**src/rtl/karatsuba_seq_20.sv**
```systemverilog
// Sequential 20x20 carry-less (GF(2)[x]) multiplier.
// One 10x10 Karatsuba core is reused over three cycles (hi*hi, lo*lo,
// mid*mid), then the three partial products are recombined with XOR.

// 10x10 -> 19-bit carry-less multiply, one Karatsuba level over 5-bit halves
module karatsuba_mult_10 (
  input  logic [9:0]  a,
  input  logic [9:0]  b,
  output logic [18:0] p
);
  // 5x5 schoolbook carry-less product
  function automatic logic [8:0] clmul5(input logic [4:0] x, input logic [4:0] y);
    logic [8:0] r;
    r = '0;
    for (int i = 0; i < 5; i++)
      if (y[i]) r = r ^ (9'(x) << i);
    return r;
  endfunction

  logic [8:0] p_hh, p_ll, p_m;

  // three half products and XOR recombination; no carries anywhere
  always_comb begin
    p_hh = clmul5(a[9:5], b[9:5]);
    p_ll = clmul5(a[4:0], b[4:0]);
    p_m  = clmul5(a[9:5] ^ a[4:0], b[9:5] ^ b[4:0]);
    p    = (19'(p_hh) << 10) ^ (19'(p_m ^ p_hh ^ p_ll) << 5) ^ 19'(p_ll);
  end
endmodule

module karatsuba_seq_20 #(
  parameter int W  = 20,
  parameter int PW = 39
) (
  input  logic          clk,
  input  logic          rst_n,
  input  logic          in_valid,
  output logic          in_ready,
  input  logic [W-1:0]  A,
  input  logic [W-1:0]  B,
  output logic          out_valid,
  input  logic          out_ready,
  output logic [PW-1:0] C,
  output logic          busy
);
  localparam int H = W / 2;

  typedef enum logic [2:0] {IDLE, MUL_HH, MUL_LL, MUL_MID, DONE} state_t;

  state_t          state;
  logic [W-1:0]    a_reg, b_reg;
  logic [2*H-2:0]  p_hh, p_ll, prod;
  logic [H-1:0]    m_a, m_b;
  logic [PW-1:0]   c_next;

  // operand mux for the shared core; idle/done drive zeros to keep it quiet
  always_comb begin
    m_a = '0;
    m_b = '0;
    case (state)
      MUL_HH:  begin m_a = a_reg[W-1:H];              m_b = b_reg[W-1:H];              end
      MUL_LL:  begin m_a = a_reg[H-1:0];              m_b = b_reg[H-1:0];              end
      MUL_MID: begin m_a = a_reg[W-1:H] ^ a_reg[H-1:0]; m_b = b_reg[W-1:H] ^ b_reg[H-1:0]; end
      default: ;
    endcase
  end

  karatsuba_mult_10 u_mult (.a(m_a), .b(m_b), .p(prod));

  // final recombination, valid while the core holds the middle product
  always_comb
    c_next = (PW'(p_hh) << W) ^ (PW'(prod ^ p_hh ^ p_ll) << H) ^ PW'(p_ll);

  // control FSM with registered handshake/status outputs
  always_ff @(posedge clk or negedge rst_n) begin
    if (!rst_n) begin
      state     <= IDLE;
      in_ready  <= 1'b1;
      out_valid <= 1'b0;
      busy      <= 1'b0;
      C         <= '0;
      a_reg     <= '0;
      b_reg     <= '0;
      p_hh      <= '0;
      p_ll      <= '0;
    end else begin
      case (state)
        IDLE: if (in_valid) begin
          a_reg    <= A;
          b_reg    <= B;
          in_ready <= 1'b0;
          busy     <= 1'b1;
          state    <= MUL_HH;
        end
        MUL_HH: begin
          p_hh  <= prod;
          state <= MUL_LL;
        end
        MUL_LL: begin
          p_ll  <= prod;
          state <= MUL_MID;
        end
        MUL_MID: begin
          C         <= c_next;
          out_valid <= 1'b1;
          state     <= DONE;
        end
        DONE: if (out_ready) begin
          out_valid <= 1'b0;
          in_ready  <= 1'b1;
          busy      <= 1'b0;
          state     <= IDLE;
        end
        default: begin
          out_valid <= 1'b0;
          in_ready  <= 1'b1;
          busy      <= 1'b0;
          state     <= IDLE;
        end
      endcase
    end
  end
endmodule
```
**config.mk**
```make
export PLATFORM = sky130hd
export DESIGN_NAME = karatsuba_seq_20
export DESIGN_NICKNAME = d
export VERILOG_FILES = /design/src/rtl/karatsuba_seq_20.sv
export SDC_FILE = /design/constraint.sdc
export NUM_CORES = 1
export LEC_CHECK = 0
export CAP_MARGIN = 20
export CORE_UTILIZATION = 30
export DETAILED_ROUTE_END_ITERATION = 10
export HOLD_SLACK_MARGIN = 0.15
export PLACE_DENSITY = 0.52
export SYNTH_ARGS = -nofsm -noshare
export SYNTH_HDL_FRONTEND = slang
export SYNTH_HIERARCHICAL = 1
export SYNTH_SLANG_ARGS = --single-unit
```
**constraint.sdc**
```tcl
create_clock -name clk -period 8 [get_ports clk]
set_input_delay 0.8 -clock clk [delete_from_list [all_inputs] [get_ports clk]]
set_output_delay 0.8 -clock clk [all_outputs]
set_load 0.05 [all_outputs]
```
==> results.cfg <==
[clock_network]
cts_resized = 0
cts_root_buf = sky130_fd_sc_hd__clkbuf_16
cts_hold_buffers = 0
clock_input_transition_at_the_sequential_cells_of_the_worst_setup_and_hold_paths_ns = 0.06
cts_buffers = 17
clk-insertion-delay-late_ns = 0.42
cts_post_setup_buffers_inserted = 0
tritoncts = done
ctsHtreeMaxLevel = 4
cts-root-to-sink-buffers = 2
cts_sinks = 123

[timing]
min_period_over_period_pct = 53.64
timing.final.max_slew_violations = 0
setup_violations = 0
whs_ns = 0.4740
relSlewSlack_pct = 32.14
timing.final.crit_period_ns = 4.291
timing_hold_violations_final = 0
setup-tns-final_ns = 0
max_freq_mhz = 233.0
rsz_0062_raised_after_global_routing = false
tightest_slew_ns = 1.018
final.setup_skew_ns = 0.01131

[grt]
grt.total_usage_pct = 13.64
grt_antenna_before_repair = 0
groute.layer.met2.usage_pct = 21.07
grt_start_max_net_pins = 64
remaining_overflow_grt = 0
use_met1_pct = 18.76
grt_pass1_vias = 4232
global_route.peak_usage_layer = met2
grt_pass1_wl_um = 23290
fraction_of_met3_tracks_used_by_global_routing_pct = 3.639

[critical_path]
cp_slowest_cell = sky130_fd_sc_hd__dfrtp_1
critPathArrivalTime_ns = 4.56
crit_fanout = 30
timing_worst_setup_path_type = flop to flop
timing.critical_path.mode_cell = sky130_fd_sc_hd__xnor2_1
cp_slowest_stage_delay_ns = 1.01
data_required_time_at_the_worst_endpoint_ns = 8.26
startpoint_type = flop
r2r_setup_slack_ns = 3.71
critical_path_cell_list = nand2_1, xnor2_1, nor2_1, nand2_2, xnor3_1, xnor2_1, xnor3_1, xnor2_1, xor2_1, xnor2_1, o21ai_0
worstSetupEndpointType = flop
worst_r2r_path_depth = 11

[layout]
filler_cell_count_in_the_final_layout = 2115
antenna_cells = 0
syn_to_final_growth_pct = 26.63
num-nets-final = 709
flip_flop_count_of_the_largest_register_all_copies_and_words_added = 39
post_route_cells_drive_above_1_share_pct = 20.21
final_area_mm2 = 0.008217
post_layout_nonfiller_instances = 953

[logic_synthesis]
synthDistinctLibCells = 25
mappedNetlistNets = 627
postSynth.asyncResetShare_pct = 100.0
synth_seq_area_share_pct = 47.45
yosysTopAreaCellShare_pct = 47.05
syn-cell-area_mm2 = 0.006489
yosys_warnings = 6
synthCells = 583
synth.top_cells.by_area = sky130_fd_sc_hd__dfrtp_1 (47%), sky130_fd_sc_hd__mux2_2 (16%), sky130_fd_sc_hd__xnor2_1 (16%), sky130_fd_sc_hd__nand2_1 (6.5%), sky130_fd_sc_hd__nor2_1 (2.7%)
synth.ff_latch_count = 123
synth_ff_type = sky130_fd_sc_hd__dfrtp_1
synth_most_common_cell = sky130_fd_sc_hd__dfrtp_1
synth_top_area_cell = sky130_fd_sc_hd__dfrtp_1
synth_top_cells_by_count = sky130_fd_sc_hd__dfrtp_1 (122), sky130_fd_sc_hd__xnor2_1 (118), sky130_fd_sc_hd__nand2_1 (112), sky130_fd_sc_hd__mux2_2 (95), sky130_fd_sc_hd__nor2_1 (46)
synthesis.area_per_instance_um2 = 11.13
synth-edff-count = 0

[route]
finalWirelength_um = 13730
route.detailed.drc = 0
drt_iter0_markers = 152
final_antenna_net_count = 0
vias = 4166
route.detailed.vias_per_inst = 4.371
drt_pass1_iterations = 4
wl_per_cell_um = 14.41

[placement]
port-buffer-count = 85
placed_cell_area_mm2 = 0.007561
gp_congestion = 0.8006
dp_hpwl_um = 9935
numPlacedInstances = 920

[floorplanning]
std_cell_rows = 53
pin_count = 86
design.die.area_mm2 = 0.02222
core_region_area_mm2 = 0.02109
dieHeight_um = 149.1
initial_utilization_pct = 30.77
die_w_um = 149.1

[worst_hold_path]
min-delay-path-class = input pin to async pin

[flow_run]
max-cap-violations = 0

[outcome]
outcome = complete, no violations
## cell usage in the layout, fill, tap and decap left out, types with 2 or more instances in the layout
cell type / count
sky130_fd_sc_hd__and2_1: 2
sky130_fd_sc_hd__nor3_1: 3
sky130_fd_sc_hd__xnor3_1: 7
sky130_fd_sc_hd__mux2_1: 3
sky130_fd_sc_hd__nor2_1: 46
sky130_fd_sc_hd__xor2_1: 16
sky130_fd_sc_hd__clkinvlp_4: 2
sky130_fd_sc_hd__dfrtp_1: 122
sky130_fd_sc_hd__xnor2_1: 118
sky130_fd_sc_hd__mux2_2: 95
sky130_fd_sc_hd__clkbuf_16: 17
sky130_fd_sc_hd__a21oi_1: 2
sky130_fd_sc_hd__clkinv_4: 2
sky130_fd_sc_hd__clkdlybuf4s50_1: 84
sky130_fd_sc_hd__o21ai_0: 21
sky130_fd_sc_hd__clkbuf_8: 2
sky130_fd_sc_hd__buf_4: 5
sky130_fd_sc_hd__clkbuf_1: 2
sky130_fd_sc_hd__bufinv_16: 4
sky130_fd_sc_hd__nand2_1: 112
sky130_fd_sc_hd__clkinv_2: 3
## per-stage QoR
step                util, %  worst slack [ns]
global placement      35.86             3.715
finish                38.96             3.709
detailed placement    35.86             3.679
floorplan                 -             4.747
global route          38.96             3.356
CTS                   38.83             3.654
## worst paths after layout
| path | to | startpoint |
|---|---|---|
| max | C[19] | state[0] |
| min | C[10] | rst_n |
| max reg2reg | C[19] | state[0] |
| min reg2reg | C[22] | C[22] |
| max in group asynchronous | b_reg[13] | rst_n |
| min in group clk | C[22] | C[22] |
## metal layers
| layer | up-vias | part of all wire (%) |
|---|---|---|
| met5 | - | 0 |
| met4 | 0 | 0.77 |
| met3 | 10 | 3.6 |
| met2 | 91 | 45 |
| met1 | 2000 | 50 |
| li1 | 2065 | - |
## kinds of logic (layout without fill, tap and decap cells)
| family | count (synthesis) | after routing | synth area share, % |
|---|---|---|---|
| and+or+nand+nor | 170 | 170 | 10.62 |
| muxes | 98 | 98 | 17.01 |
| buffers and inverters | 28 | 123 | 2.622 |
| xor gates and xnor gates | 141 | 141 | 20.52 |
| AOI/OAI and AO/OA | 23 | 23 | 1.774 |
| DFF | 123 | 123 | 47.45 |
## area by class of cell
type	instances	area (um^2)	share of cell area, %
clock buffer	21	460.4	5.604
clock inverter	11	167.7	2.041
inverter	1	3.754	0.04568
multi-input combinational	432	3256	39.62
sequential	123	3079	37.48
tap	275	344.1	4.188
timing repair buffer	90	905.9	11.02
## worst max-delay path: cells and delay by family (launching register included)
family	cells	cell delay, ns
AOI/OAI and AO/OA	1	0.09
xor gates and xnor gates	7	2.19
DFF	1	1.01
and+or+nand+nor	3	0.84
Power is not shown: default switching activity piles up to over one toggle a cycle in this logic, so the estimate is an artifact.
